### config.mk
export PLATFORM = sky130hd
export DESIGN_NAME = lsu_split_access
export DESIGN_NICKNAME = d
export VERILOG_FILES = /design/src/rtl/lsu_pkg.sv /design/src/rtl/lsu_load_extend.sv /design/src/rtl/lsu_split_access.sv
export SDC_FILE = /design/constraint.sdc
export NUM_CORES = 1
export LEC_CHECK = 0
export CAP_MARGIN = 20
export CORE_AREA = 2 2 198 200
export DETAILED_ROUTE_END_ITERATION = 10
export DIE_AREA = 0 0 200 202
export PLACE_DENSITY = 0.6
export REMOVE_ABC_BUFFERS = 1
export SYNTH_ARGS = -nofsm -noshare
export SYNTH_HDL_FRONTEND = slang
export SYNTH_SLANG_ARGS = --single-unit
### constraint.sdc
create_clock -name clk -period 1.93 [get_ports clk]
set_input_delay 0.2895 -clock clk [delete_from_list [all_inputs] [get_ports clk]]
set_output_delay 0.2895 -clock clk [all_outputs]
set_load 0.05 [all_outputs]
### src/rtl/lsu_pkg.sv
// Shared definitions for the split-access load/store unit: funct3 codes, FSM states
// and the access-size decoder.
package lsu_pkg;

    localparam logic [2:0] F3_B  = 3'b000;
    localparam logic [2:0] F3_H  = 3'b001;
    localparam logic [2:0] F3_W  = 3'b010;
    localparam logic [2:0] F3_D  = 3'b011;
    localparam logic [2:0] F3_BU = 3'b100;
    localparam logic [2:0] F3_HU = 3'b101;
    localparam logic [2:0] F3_WU = 3'b110;

    typedef enum logic [2:0] {
        StIdle,
        StReq0,
        StWait0,
        StReq1,
        StWait1,
        StDone,
        StFault
    } lsu_state_t;

    typedef struct packed {
        logic [3:0] size;
        logic       legal;
    } lsu_size_t;

    // Stores only have signed-style encodings; D and WU exist only on a 64-bit datapath.
    function automatic lsu_size_t lsu_size_decode(input logic [2:0] funct3,
                                                  input logic       is_store,
                                                  input logic       xlen64);
        lsu_size_t r;
        r.size  = 4'd0;
        r.legal = 1'b0;
        case (funct3)
            F3_B:    begin r.size = 4'd1; r.legal = 1'b1;                end
            F3_H:    begin r.size = 4'd2; r.legal = 1'b1;                end
            F3_W:    begin r.size = 4'd4; r.legal = 1'b1;                end
            F3_D:    begin r.size = 4'd8; r.legal = xlen64;              end
            F3_BU:   begin r.size = 4'd1; r.legal = !is_store;           end
            F3_HU:   begin r.size = 4'd2; r.legal = !is_store;           end
            F3_WU:   begin r.size = 4'd4; r.legal = xlen64 && !is_store; end
            default: begin r.size = 4'd0; r.legal = 1'b0;                end
        endcase
        return r;
    endfunction

endpackage

### src/rtl/lsu_load_extend.sv
// Load data assembly: shifts the two-beat read window down by the byte offset, then
// truncates and sign/zero-extends according to funct3.
module lsu_load_extend
    import lsu_pkg::*;
#(
    parameter int unsigned XLEN = 32,
    localparam int unsigned OFFW = $clog2(XLEN / 8)
) (
    input  logic [XLEN-1:0] rdata1,
    input  logic [XLEN-1:0] rdata0,
    input  logic [OFFW-1:0] off,
    input  logic [2:0]      funct3,
    output logic [XLEN-1:0] result
);

    logic [XLEN-1:0] low;

    always_comb begin
        low = XLEN'({rdata1, rdata0} >> {off, 3'b000});
        case (funct3)
            F3_B:    result = XLEN'($signed(low[7:0]));
            F3_H:    result = XLEN'($signed(low[15:0]));
            F3_W:    result = XLEN'($signed(low[31:0]));
            F3_BU:   result = XLEN'(low[7:0]);
            F3_HU:   result = XLEN'(low[15:0]);
            F3_WU:   result = XLEN'(low[31:0]);
            F3_D:    result = low;
            default: result = '0;
        endcase
    end

endmodule

### src/rtl/lsu_split_access.sv
// Multi-cycle LSU with a valid/ready request port; misaligned accesses that straddle a bus
// word are issued as two beats on a single-outstanding bus.
module lsu_split_access
    import lsu_pkg::*;
#(
    parameter int unsigned XLEN      = 32,
    parameter logic [31:0] MMIO_BASE = 32'h4000_0000,
    parameter logic [31:0] MMIO_MASK = 32'hFFFF_0000,
    localparam int unsigned BYTES    = XLEN / 8,
    localparam int unsigned OFFW     = $clog2(BYTES)
) (
    input  logic             clk,
    input  logic             rst_n,
    input  logic             req_valid,
    output logic             req_ready,
    input  logic             req_write,
    input  logic [2:0]       req_funct3,
    input  logic [XLEN-1:0]  req_addr,
    input  logic [XLEN-1:0]  req_wdata,
    output logic             resp_valid,
    output logic [XLEN-1:0]  resp_rdata,
    output logic             resp_fault,
    output logic             bus_valid,
    input  logic             bus_ready,
    output logic             bus_write,
    output logic [XLEN-1:0]  bus_addr,
    output logic [XLEN-1:0]  bus_wdata,
    output logic [BYTES-1:0] bus_be,
    input  logic             bus_rvalid,
    input  logic [XLEN-1:0]  bus_rdata
);

    lsu_state_t       state_q, state_d;
    logic             write_q, write_d;
    logic [2:0]       funct3_q, funct3_d;
    logic [OFFW-1:0]  off_q, off_d;
    logic             split_q, split_d;
    logic [XLEN-1:0]  b1_addr_q, b1_addr_d;
    logic [XLEN-1:0]  b1_wdata_q, b1_wdata_d;
    logic [BYTES-1:0] b1_be_q, b1_be_d;
    logic [XLEN-1:0]  rdata0_q, rdata0_d;

    logic             req_ready_q, req_ready_d;
    logic             bus_valid_q, bus_valid_d;
    logic             bus_write_q, bus_write_d;
    logic [XLEN-1:0]  bus_addr_q, bus_addr_d;
    logic [XLEN-1:0]  bus_wdata_q, bus_wdata_d;
    logic [BYTES-1:0] bus_be_q, bus_be_d;
    logic             resp_valid_q, resp_valid_d;
    logic             resp_fault_q, resp_fault_d;
    logic [XLEN-1:0]  resp_rdata_q, resp_rdata_d;

    lsu_size_t          dec;
    logic [OFFW-1:0]    req_off;
    logic [XLEN-1:0]    req_base;
    logic               req_mmio, req_misal, req_split, req_fault;
    logic [2*BYTES-1:0] mask_base, wide_be;
    logic [2*XLEN-1:0]  wide_wdata;

    logic [XLEN-1:0]    ext_rdata0, ext_rdata1, ext_result;

    // Request decode, evaluated on the incoming request so IDLE can load beat 0 directly.
    always_comb begin
        dec       = lsu_size_decode(req_funct3, req_write, XLEN == 64);
        req_off   = req_addr[OFFW-1:0];
        req_base  = {req_addr[XLEN-1:OFFW], {OFFW{1'b0}}};
        req_mmio  = (req_addr & XLEN'(MMIO_MASK)) == XLEN'(MMIO_BASE);
        req_misal = |(req_addr[3:0] & (dec.size - 4'd1));
        req_split = (32'(req_off) + 32'(dec.size)) > BYTES;
        req_fault = !dec.legal || (req_mmio && req_misal);
        mask_base = '0;
        for (int i = 0; i < int'(BYTES); i++) begin
            if (i < int'(dec.size)) mask_base[i] = 1'b1;
        end
        wide_be    = mask_base << req_off;
        wide_wdata = {{XLEN{1'b0}}, req_wdata} << {req_off, 3'b000};
    end

    // Beat data arrives on bus_rdata in the same cycle the result is registered.
    assign ext_rdata0 = (state_q == StWait0) ? bus_rdata : rdata0_q;
    assign ext_rdata1 = (state_q == StWait1) ? bus_rdata : '0;

    lsu_load_extend #(
        .XLEN (XLEN)
    ) u_load_extend (
        .rdata1 (ext_rdata1),
        .rdata0 (ext_rdata0),
        .off    (off_q),
        .funct3 (funct3_q),
        .result (ext_result)
    );

    always_comb begin
        state_d      = state_q;
        write_d      = write_q;
        funct3_d     = funct3_q;
        off_d        = off_q;
        split_d      = split_q;
        b1_addr_d    = b1_addr_q;
        b1_wdata_d   = b1_wdata_q;
        b1_be_d      = b1_be_q;
        rdata0_d     = rdata0_q;
        req_ready_d  = req_ready_q;
        bus_valid_d  = bus_valid_q;
        bus_write_d  = bus_write_q;
        bus_addr_d   = bus_addr_q;
        bus_wdata_d  = bus_wdata_q;
        bus_be_d     = bus_be_q;
        resp_valid_d = resp_valid_q;
        resp_fault_d = resp_fault_q;
        resp_rdata_d = resp_rdata_q;

        case (state_q)
            StIdle: begin
                if (req_valid) begin
                    req_ready_d = 1'b0;
                    write_d     = req_write;
                    funct3_d    = req_funct3;
                    off_d       = req_off;
                    split_d     = req_split;
                    b1_addr_d   = req_base + XLEN'(BYTES);
                    b1_wdata_d  = wide_wdata[2*XLEN-1:XLEN];
                    b1_be_d     = wide_be[2*BYTES-1:BYTES];
                    if (req_fault) begin
                        state_d      = StFault;
                        resp_valid_d = 1'b1;
                        resp_fault_d = 1'b1;
                        resp_rdata_d = '0;
                    end else begin
                        state_d     = StReq0;
                        bus_valid_d = 1'b1;
                        bus_write_d = req_write;
                        bus_addr_d  = req_base;
                        bus_wdata_d = wide_wdata[XLEN-1:0];
                        bus_be_d    = wide_be[BYTES-1:0];
                    end
                end
            end
            StReq0: begin
                if (bus_ready) begin
                    bus_valid_d = 1'b0;
                    state_d     = StWait0;
                end
            end
            StWait0: begin
                if (bus_rvalid) begin
                    rdata0_d = bus_rdata;
                    if (split_q) begin
                        state_d     = StReq1;
                        bus_valid_d = 1'b1;
                        bus_addr_d  = b1_addr_q;
                        bus_wdata_d = b1_wdata_q;
                        bus_be_d    = b1_be_q;
                    end else begin
                        state_d      = StDone;
                        resp_valid_d = 1'b1;
                        resp_fault_d = 1'b0;
                        resp_rdata_d = write_q ? '0 : ext_result;
                    end
                end
            end
            StReq1: begin
                if (bus_ready) begin
                    bus_valid_d = 1'b0;
                    state_d     = StWait1;
                end
            end
            StWait1: begin
                if (bus_rvalid) begin
                    state_d      = StDone;
                    resp_valid_d = 1'b1;
                    resp_fault_d = 1'b0;
                    resp_rdata_d = write_q ? '0 : ext_result;
                end
            end
            StDone, StFault: begin
                state_d      = StIdle;
                resp_valid_d = 1'b0;
                req_ready_d  = 1'b1;
            end
            default: begin
                state_d      = StIdle;
                req_ready_d  = 1'b1;
                bus_valid_d  = 1'b0;
                resp_valid_d = 1'b0;
            end
        endcase
    end

    always_ff @(posedge clk or negedge rst_n) begin
        if (!rst_n) begin
            state_q      <= StIdle;
            write_q      <= 1'b0;
            funct3_q     <= 3'b000;
            off_q        <= '0;
            split_q      <= 1'b0;
            b1_addr_q    <= '0;
            b1_wdata_q   <= '0;
            b1_be_q      <= '0;
            rdata0_q     <= '0;
            req_ready_q  <= 1'b1;
            bus_valid_q  <= 1'b0;
            bus_write_q  <= 1'b0;
            bus_addr_q   <= '0;
            bus_wdata_q  <= '0;
            bus_be_q     <= '0;
            resp_valid_q <= 1'b0;
            resp_fault_q <= 1'b0;
            resp_rdata_q <= '0;
        end else begin
            state_q      <= state_d;
            write_q      <= write_d;
            funct3_q     <= funct3_d;
            off_q        <= off_d;
            split_q      <= split_d;
            b1_addr_q    <= b1_addr_d;
            b1_wdata_q   <= b1_wdata_d;
            b1_be_q      <= b1_be_d;
            rdata0_q     <= rdata0_d;
            req_ready_q  <= req_ready_d;
            bus_valid_q  <= bus_valid_d;
            bus_write_q  <= bus_write_d;
            bus_addr_q   <= bus_addr_d;
            bus_wdata_q  <= bus_wdata_d;
            bus_be_q     <= bus_be_d;
            resp_valid_q <= resp_valid_d;
            resp_fault_q <= resp_fault_d;
            resp_rdata_q <= resp_rdata_d;
        end
    end

    assign req_ready  = req_ready_q;
    assign bus_valid  = bus_valid_q;
    assign bus_write  = bus_write_q;
    assign bus_addr   = bus_addr_q;
    assign bus_wdata  = bus_wdata_q;
    assign bus_be     = bus_be_q;
    assign resp_valid = resp_valid_q;
    assign resp_fault = resp_fault_q;
    assign resp_rdata = resp_rdata_q;

endmodule

Yosys cells after proc, flatten, opt, wreduce, memory -nomap -nowiden
Cells that the tools add are included.
- shifts and indexed selects: 3
- bitwise operators: 5
- $lt $le $gt $ge: 5
- equality and inequality tests: 29
- $add $sub $neg: 3
- reductions and logical operators: 23
- multiplexer cells: 56
- operator list (operator ; number):
    32-bit two-way mux ; 16
    32-bit one-hot mux with 5 select lines ; 1
    32-bit one-hot mux with 2 select lines ; 2
    32-bit one-hot mux with 3 select lines ; 1
    32-bit by 5-bit << shifter with 64-bit output ; 1
    64-bit by 5-bit >> shifter with 32-bit output ; 1
    5-bit one-hot mux with 7 select lines ; 1
    32-bit by 3-bit adder with 32-bit output, second input constant ; 1
    3-bit == test, second input constant ; 9
    3-bit two-way mux ; 7
    3-bit by 2-bit == test with 1-bit output, second input constant ; 6
    1-bit two-way mux ; 18
    2-bit != test, second input constant ; 9
    6-bit AND reduction ; 3
    16-bit by 15-bit == test with 1-bit output, second input constant ; 1
    4-bit two-way mux ; 4
    3-bit one-hot mux with 5 select lines ; 1
    5-bit AND reduction ; 2
    3-bit by 1-bit == test with 1-bit output, second input constant ; 3
    3-bit logical NOT ; 3
    1-bit by 4-bit < comparator with 1-bit output, first input constant ; 2
    2-bit by 4-bit < comparator with 1-bit output, first input constant ; 2
    1-bit one-hot mux with 4 select lines ; 2
    4-bit one-hot mux with 2 select lines ; 1
    19 further kinds ; 27
- register bits after elaboration: 215
- input bits: 105
- word-level logic and storage cells: 142
- output and inout bits: 105

Logic depth before layout (Yosys ltp)
Gate-level depths: netlist of run 1.
- depth after elaboration: 10
- depth in mapped cells: 11
- gate-level depth less buffers: 8

By module
A second synthesis of run 1 with hierarchy kept.
- cell total of the unflattened synthesis: 1231
- area, all modules: 11508.5 um^2
- by module, submodules not included (module ; instances ; cells an instance ; seq. area each (um^2) ; area an instance (um^2)):
    lsu_split_access ; 1 ; 1109 ; 5056.1 ; 10557.6
    lsu_load_extend ; 1 ; 122 ; 0.0 ; 950.9

Worst setup path before layout of run 1
No wires, ideal clock.
- kind: input -> register
- from: input port req_funct3[0]
- to: register bus_addr_q[21] (netlist: bus_addr[21])
- stages: 11
- path slack: -0.578 ns
- buffers on the path: 3
- required time: 1.805 ns
- arrival time: 2.383 ns
- setup time: 0.125 ns
- path through: clkbuf_1 nor2_1 inv_1 ha_1 nor2b_1 o211ai_1 o211ai_1 a21bo_2 buf_2 buf_2 mux2_2
- longest elaborated chain between the ends: 9
- elaborated cells on any way between the ends: 16
- those cells by class: add/sub: 1; eq/ne: 7; mux: 1; bitwise: 1; reduce/logical: 6
- ends and longest elaborated chain (element ; RTL line ; text):
    from (decl) ; lsu_split_access.sv:17 ; input logic [2:0] req_funct3,
    3-bit == test, or another cell as far along ; lsu_pkg.sv:35 ; case (funct3)
    5-bit one-hot mux with 7 select lines (*) ; lsu_pkg.sv:35 ;
    4-bit by 1-bit subtractor with 4-bit output ; lsu_split_access.sv:68 ; req_misal = |(req_addr[3:0] & (dec.size - 4'd1));
    4-bit bitwise AND ; lsu_split_access.sv:68 ;
    4-bit OR reduction ; lsu_split_access.sv:68 ;
    1-bit logical AND ; lsu_split_access.sv:70 ; req_fault = !dec.legal || (req_mmio && req_misal);
    1-bit logical OR (*) ; lsu_split_access.sv:70 ;
    2-bit != test (no line) (*) ; n/a ;
    5-bit AND reduction (no line) (*) ; n/a ;
    to (signal assigned) ; lsu_split_access.sv:223 ; bus_addr_q <= bus_addr_d;
    to (decl) ; lsu_split_access.sv:46 ; logic [XLEN-1:0] bus_addr_q, bus_addr_d;
Mark *: on every way between the ends. The rest lies on a longest branch, timed or not.
A chain may end at the register's enable or synchronous reset.

Worst setup path after layout of run 1
- from: register state_q[2]
- to: register resp_rdata_q[15] (netlist: resp_rdata[15])
- longest elaborated chain between the ends: 8
- elaborated cells on any way between the ends: 19
- those cells by class: eq/ne: 7; shift: 1; mux: 8; reduce/logical: 3
- ends and longest elaborated chain (element ; RTL line ; text):
    from (decl) ; lsu_split_access.sv:33 ; lsu_state_t state_q, state_d;
    from (signal assigned) ; lsu_split_access.sv:192 ; state_q <= StIdle;
    from (signal assigned) ; lsu_split_access.sv:211 ; state_q <= state_d;
    3-bit by 2-bit == test with 1-bit output / 3-bit == test (equally long branches) ; lsu_split_access.sv:80, lsu_split_access.sv:113, lsu_split_access.sv:81 ;
    32-bit two-way mux (on tied branches) ; lsu_split_access.sv:80, lsu_split_access.sv:81 ;
    64-bit by 5-bit >> shifter with 32-bit output ; lsu_load_extend.sv:19 ; low = XLEN'({rdata1, rdata0} >> {off, 3'b000});
    32-bit one-hot mux with 5 select lines ; lsu_load_extend.sv:20 ; case (funct3)
    32-bit two-way mux ; lsu_split_access.sv:158, lsu_split_access.sv:173 ;
    32-bit two-way mux ; lsu_split_access.sv:148 ; if (split_q) begin
    32-bit two-way mux ; lsu_split_access.sv:146 ; if (bus_rvalid) begin
    32-bit one-hot mux with 3 select lines ; lsu_split_access.sv:113 ; case (state_q)
    to (signal assigned) ; lsu_split_access.sv:228 ; resp_rdata_q <= resp_rdata_d;
    to (decl) ; lsu_split_access.sv:51 ; logic [XLEN-1:0] resp_rdata_q, resp_rdata_d;
Several ways; a longest one is shown, not always the timed one. The select of a mux whose other input is x is not followed.

==> summary.txt, run 1 <==
Worst rel slew slack - 40.5%
Worst reg-to-reg setup slack - -0.19 ns
Hold Crit Start - req_funct3[1]
Post-route ant nets - 0
CP max FO - 8
Via/cell ratio - 5.01
Final Hold Viols - 0
Initial antenna violation count - 2
Unique masters post-synth - 63
Total die area - 0.0404 mm^2
Routed vias - 10100
Setup TNS - -4.76 ns
Reg-to-Reg Start - state_q[2]$_DFFE_PN0P_
Top cell by count, worst path - buf_6
Worst slew pin tran - 0.889 ns
Hold Path End - funct3_q[1]$_DFFE_PN0P_
Port buffer count - 207
Root buffer cell - clkbuf_16
Synthesized instance count - 1142
RR Endpoint - resp_rdata[15]$_DFFE_PN0P_
GRT Overall Usage - 18.2%
Number of register bits inferred by synthesis - 202
Vias in the first global route - 10200
Worst path slowest cell - mux4_2
Biggest cell delay along the critical path - 0.53 ns
CTS tree - done
Clock Latency Late Sink - 0.52 ns
GPL Wtd Cong - 0.835
Fmax - 473 MHz
Max-cap violations - 0
Io pins - 210
Failing checks - setup timing
Die height - 202 um
Fin nets - 1588
Syn-to-layout area delta - 46.5%
P_leak - 7.65 nW
Hold Crit Depth - 4
Critical path data arrival time - 2.57 ns
Syn Std Cell Area - 0.0113 mm^2
Post-Route Utilization - 43.4%
Wire length per cell - 18.2 um
Max-slew violations - 0
Layout cell share with drive strength beyond 1 - 28.6%
TritonCTS buffer count - 25
Total Wirelength - 36.7 mm
DRC Markers - 0
Worst path cell trace - or3b_4, mux4_2, buf_6, nor4b_4, buf_6, a211o_1
Sequential fraction of the synthesis area - 44.6%
Hold Slack - 0.188 ns
Grt total ovfl - 0
Die width - 200 um
WP buf/inv - 2
Post-DP Area - 0.0150 mm^2
CP Class - reg2reg
RSZ-0062 raised after global routing - yes
Status - finished, violations left
Clock Tree Buf Depth - 3
Sink Count - 202
Fin crit period - 2.12 ns
DR iter-0 viols - 462
Crit path capture type - flip-flop
Worst Clk Skew - 0.0227 ns
Req. time, crit path - 2.38 ns
H-tree Lvls - 1
HPWL after detailed placement - 24.5 mm
Rows - 72
Worst setup SP type - flip-flop
Filler cells - 3702
Asr flop ratio synth - 100%
Synth Warn # - 0
Hold Crit Class - in2reg
First-pass GRT wire length - 57.6 mm
Peak VDD IR - 1.03 mV
Placed cell count - 1928
Core box area - 0.0383 mm^2
Drt pass-1 iters - 5
Top FF cell, synth - dfrtp_1
R2R cell count - 6
Final setup fails - 50
Final std cells w/o fill - 2013
Initial core utilization - 29.6%
Synthesized area per cell - 9.92 um^2
Largest net degree at the start of global routing - 65
Post-synth EDFFs - 0
Total power divided by cell area - 1650 mW/mm^2
Final worst setup slack - -0.185 ns
Cell area after layout - 0.0166 mm^2
Period utilization - 110%
Crit path max-delay family - simple AND/OR/NAND/NOR gates
Worst-path clk slew - 0.06 ns
[synthesized netlist by cell type, types with 10 or more instances]
master / number / area, um^2
xnor2_1: 18 / 158
buf_2: 20 / 100
a31oi_1: 15 / 93.8
nand4_1: 10 / 62.6
and2_1: 13 / 81.3
mux4_2: 22 / 495
nand3_1: 32 / 160
o2bb2ai_1: 15 / 131
o21ai_0: 62 / 310
nor2_1: 46 / 173
and3_1: 15 / 93.8
dfrtp_1: 201 / 5030
buf_1: 13 / 48.8
nor4_1: 12 / 75.1
nand2_1: 251 / 942
o31ai_1: 18 / 135
xor2_1: 12 / 105
mux2_2: 100 / 1130
inv_1: 25 / 93.8
a21oi_1: 24 / 120
mux2i_1: 54 / 541
clkbuf_1: 51 / 191
[worst max-delay path by stage]
stage	start	endpoint	slack, ns	depth (start not counted)
after global routing	state_q[2]$_DFFE_PN0P_	resp_rdata[13]$_DFFE_PN0P_	-0.26	6
after CTS	state_q[0]$_DFFE_PN0P_	resp_rdata[17]$_DFFE_PN0P_	-0.18	6
final	state_q[2]$_DFFE_PN0P_	resp_rdata[15]$_DFFE_PN0P_	-0.19	6
after global placement	req_funct3[1]	bus_addr[4]$_DFFE_PN0P_	-0.85	10
after floorplan	state_q[1]$_DFFE_PN0P_	bus_be[0]$_DFFE_PN0P_	-3.93	4
after detailed placement	req_funct3[1]	bus_addr[3]$_DFFE_PN0P_	-0.89	10
[what timing repair did]
| action | 4_1_cts | 5_1_grt |
|---|---|---|
| pin swaps | 14 | 18 |
| setup endpoints to repair | 185 | 107 |
| buffers inserted | 28 | 4 |
| hold endpoints to repair | 122 | 0 |
| resized for setup | 167 | 39 |
| cloned | 10 | 1 |
| hold buffers | 1 | 0 |
[through the flow]
step	total power, W	setup slack (ns)
3_3_place_gp	0.0214	-0.847
3_5_place_dp	0.0217	-0.886
5_1_grt	0.0290	-0.261
6_report	0.0274	-0.185
2_1_floorplan	0.0163	-3.93
4_1_cts	0.0274	-0.179
[per-layer routing]
metal	share of wire, %	global-route usage, %
met1	44	24.6
met2	47	29.7
met3	7.8	3.90
met4	1.9	4.10
met5	0.044	0
[cell type report]
| cell class | count | area (um^2) | area share, % |
|---|---|---|---|
| clock buffers | 37 | 721 | 4.34 |
| well taps | 518 | 648 | 3.90 |
| flip-flops and latches | 202 | 5060 | 30.5 |
| diodes | 2 | 5.00 | 0.0301 |
| multi-input cells | 827 | 6170 | 37.2 |
| inverters | 27 | 101 | 0.610 |
| clock inverters | 8 | 93.8 | 0.565 |
| repair buffers | 392 | 3810 | 22.9 |
[flip-flops by register name, summed over array words and instances (netlist names), 2 cells and up]
| signal | cells |
|---|---|
| bus_wdata | 32 |
| b1_addr_q | 30 |
| b1_be_q | 3 |
| bus_addr | 30 |
| funct3_q | 3 |
| bus_be | 4 |
| rdata0_q | 32 |
| state_q | 3 |
| b1_wdata_q | 24 |
| resp_rdata | 32 |
| off_q | 2 |
[layout by cell type, fill, tap and decap left out, types with 6 or more instances in the layout]
master           instances
and3_1                  14
mux4_2                  22
clkdlybuf4s50_1         87
a22o_1                   9
nor2_1                  45
o221ai_2                12
a31oi_1                 14
inv_1                   23
clkbuf_8                 6
o2bb2ai_1                9
mux2_2                  93
o21ba_4                  7
nand2_1                249
and2_1                  12
buf_6                   14
buf_4                  155
xor2_1                  12
mux2i_1                 53
dfrtp_1                200
xnor2_1                 18
dlygate4sd2_1           97
buf_16                   8
o21ai_0                 59
clkbuf_1                 7
clkbuf_16               26
a211o_1                  9
a211oi_1                 7
nand4_1                 10
a21oi_1                 24
buf_12                  22
nand3_1                 30
nor4_1                   9
o2bb2ai_2                6
o31ai_1                 18
mux2_4                   7
[kinds of logic after synthesis]
logic type / share of synthesized area, %
AND/OR/NAND/NOR: 16.0
AO/OA/AOI/OAI: 12.9
flip-flops: 44.6
multiplexers: 19.1
buffers and inverters: 4.13
XOR/XNOR: 2.32
adder cells (fa/ha/maj): 0.950
other: 0.0331
[power breakdown]
part	internal [W]	switching (W)
clock	0.00284	0.00186
sequential	0.00623	0.00120
combinational	0.00637	0.00889
total	0.0154	0.0120
[worst reg2reg max path, stage by stage, from the launching register on]
cell and delay [ns]:
dfrtp_1 0.39, or3b_4 0.48, mux4_2 0.53, buf_6 0.16, nor4b_4 0.21, buf_6 0.18
a211o_1 0.11
No activity file was read; power rests on OpenSTA's default activity.
==> run 2: changes to the inputs <==
--- a/config.mk
+++ b/config.mk
@@ -5,7 +5,6 @@
 export SDC_FILE = /design/constraint.sdc
 export NUM_CORES = 1
 export LEC_CHECK = 0
-export CAP_MARGIN = 20
 export CORE_AREA = 2 2 198 200
 export DETAILED_ROUTE_END_ITERATION = 10
 export DIE_AREA = 0 0 200 202
==> results of run 2 <==
No change in the layout: final DEF, timing and power equal those of run 1.
==> run 3: changes to the inputs <==
--- a/config.mk
+++ b/config.mk
@@ -6,6 +6,7 @@
 export NUM_CORES = 1
 export LEC_CHECK = 0
 export CORE_AREA = 2 2 198 200
+export CTS_BUF_LIST = sky130_fd_sc_hd__clkbuf_8
 export DETAILED_ROUTE_END_ITERATION = 10
 export DIE_AREA = 0 0 200 202
 export PLACE_DENSITY = 0.6
==> summary.txt, run 3 (synthesis gave the netlist of run 1 again) <==
Post-route ant nets - 0 (unchanged)
Peak VDD IR - 1.02 mV (was 1.03 mV)
Req. time, crit path - 2.46 ns (was 2.38 ns)
Pint - 0.0150 W (was 0.0154 W)
GPL Wtd Cong - 0.835 (unchanged)
Root buffer cell - clkbuf_8 (was clkbuf_16)
Fin nets - 1599 (was 1588)
Total power divided by cell area - 1640 mW/mm^2 (was 1650 mW/mm^2)
Io pins - 210 (unchanged)
Worst setup SP type - flip-flop (unchanged)
Fin crit period - 2.14 ns (was 2.12 ns)
Status - finished, violations left (unchanged)
Fmax - 468 MHz (was 473 MHz)
First-pass GRT wire length - 58.1 mm (was 57.6 mm)
Final Hold Viols - 0 (unchanged)
Initial core utilization - 29.6% (unchanged)
RR Endpoint - resp_rdata[10]$_DFFE_PN0P_ (was resp_rdata[15]$_DFFE_PN0P_)
DRC Markers - 0 (unchanged)
P_leak - 7.61 nW (was 7.65 nW)
Most frequent cells in the layout - nand2_1, dfrtp_1, buf_4 (unchanged)
Max-cap violations - 0 (unchanged)
Layout cell share with drive strength beyond 1 - 29.0% (was 28.6%)
Final setup fails - 93 (was 50)
Worst Clk Skew - 0.0168 ns (was 0.0227 ns)
Worst reg-to-reg setup slack - -0.21 ns (was -0.19 ns)
R2R cell count - 6 (unchanged)
Filler cells - 3738 (was 3702)
Port buffer count - 207 (unchanged)
Comb power frac - 55.9% (was 55.7%)
Largest net degree at the start of global routing - 65 (unchanged)
Crit path capture type - flip-flop (unchanged)
Switching Fraction - 44.7% (was 43.6%)
CP max FO - 8 (unchanged)
Net Sw Power - 0.0121 W (was 0.0120 W)
Total Wirelength - 37.6 mm (was 36.7 mm)
Hold Crit Class - in2async (was in2reg)
Worst slew pin tran - 0.906 ns (was 0.889 ns)
Max-slew violations - 0 (unchanged)
Worst-path clk slew - 0.06 ns (about the same)
Flop pwr share - 27.5% (was 27.1%)
RSZ-0062 raised after global routing - yes (unchanged)
Grt total ovfl - 0 (unchanged)
Routed vias - 10200 (was 10100)
Clock power frac - 16.6% (was 17.1%)
Commonest non-fill, non-tap cell in the layout - nand2_1 (unchanged)
Syn-to-layout area delta - 45.3% (was 46.5%)
Total die area - 0.0404 mm^2 (unchanged)
Die height - 202 um (unchanged)
Reg-to-Reg Start - state_q[0]$_DFFE_PN0P_ (was state_q[2]$_DFFE_PN0P_)
Final std cells w/o fill - 2032 (was 2013)
Period utilization - 111% (was 110%)
Via/cell ratio - 5.02 (was 5.01)
Clock Latency Late Sink - 0.59 ns (was 0.52 ns)
Sink Count - 202 (unchanged)
Core box area - 0.0383 mm^2 (unchanged)
Pre-CTS setup slack - -0.886 ns (unchanged)
HPWL after detailed placement - 24.5 mm (unchanged)
GRT Overall Usage - 18.6% (was 18.2%)
TritonCTS buffer count - 41 (was 25)
Critical path data arrival time - 2.67 ns (was 2.57 ns)
Ant diodes - 0 (was 2)
Drt pass-1 iters - 5 (unchanged)
Die width - 200 um (unchanged)
Initial antenna violation count - 1 (was 2)
Worst rel slew slack - 39.4% (was 40.5%)
DR iter-0 viols - 469 (was 462)
Final worst setup slack - -0.206 ns (was -0.185 ns)
Wire length per cell - 18.5 um (was 18.2 um)
Clock Tree Buf Depth - 3 (unchanged)
CP Class - reg2reg (unchanged)
Failing checks - setup timing (unchanged)
H-tree Lvls - 2 (was 1)
Rows - 72 (unchanged)
Placed cell count - 1928 (unchanged)
CTS tree - done (unchanged)
Vias in the first global route - 10300 (was 10200)
==> run 3: layout make-up <==
type | count | area [um^2] | area share [%]
repair buffers | 387 | 3780 | 23.0
clock buffers | 50 | 688 | 4.18
flip-flops and latches | 202 | 5060 | 30.7
multi-input cells | 827 | 6070 | 36.9
well taps | 518 | 648 | 3.94
clock inverters | 21 | 118 | 0.714
inverters | 27 | 101 | 0.616
==> run 3: critical path, cell delays in order (launching register included) <==
cell	delay [ns]
dfrtp_1	0.38
or3b_4	0.49
mux4_2	0.53
buf_4	0.18
nor4b_4	0.21
buf_6	0.18
a211o_1	0.11
==> run 3: worst max path at each step <==
| stage | from | end | slack (ns) | depth (start not counted) |
|---|---|---|---|---|
| floorplan | state_q[1]$_DFFE_PN0P_ | bus_be[0]$_DFFE_PN0P_ | -3.93 | 4 |
| global placement | req_funct3[1] | bus_addr[4]$_DFFE_PN0P_ | -0.85 | 10 |
| detailed placement | req_funct3[1] | bus_addr[3]$_DFFE_PN0P_ | -0.89 | 10 |
| CTS | state_q[0]$_DFFE_PN0P_ | resp_rdata[21]$_DFFE_PN0P_ | -0.19 | 6 |
| global route | state_q[1]$_DFFE_PN0P_ | resp_rdata[10]$_DFFE_PN0P_ | -0.30 | 10 |
| finish | state_q[0]$_DFFE_PN0P_ | resp_rdata[10]$_DFFE_PN0P_ | -0.21 | 6 |
==> run 3: per-layer routing <==
layer / track usage, % / wire [um] / up-vias
met1: 24.5 / 16300 / 4988
met5: 0 / 16 / -
met4: 6.85 / 937 / 2
met2: 29.6 / 17300 / 376
met3: 4.64 / 3040 / 72
li1: - / - / 4759
==> run 3: metrics by stage <==
step           util (%)  hold WS, ns  setup TNS [ns]  total power [W]  area [um^2]
2_1_floorplan         -     -0.00609         -329.85           0.0163        11000
3_3_place_gp       39.1        0.190          -81.91           0.0214        15000
3_5_place_dp       39.1        0.193          -84.88           0.0217        15000
4_1_cts            42.6        0.102           -6.96           0.0269        16300
5_1_grt            43.0        0.145          -11.99           0.0287        16500
6_report           43.0        0.158           -5.09           0.0271        16500
==> run 3: power by group through the flow <==
stage | logic, W | clock network, W | registers [W]
after global routing | 0.0162 | 0.00483 | 0.00767
after CTS | 0.0148 | 0.00466 | 0.00743
after global placement | 0.0140 | 0 | 0.00746
final | 0.0151 | 0.00449 | 0.00744
after floorplan | 0.00554 | 0 | 0.0107
after detailed placement | 0.0142 | 0 | 0.00749
==> run 3: repair_timing <==
item	4_1_cts	5_1_grt
hold endpoints to repair	201	0
hold buffers	1	0
resized for setup	137	20
pin swaps	17	5
cloned	9	3
setup buffers	21	1
endpoints found under the setup margin	177	153
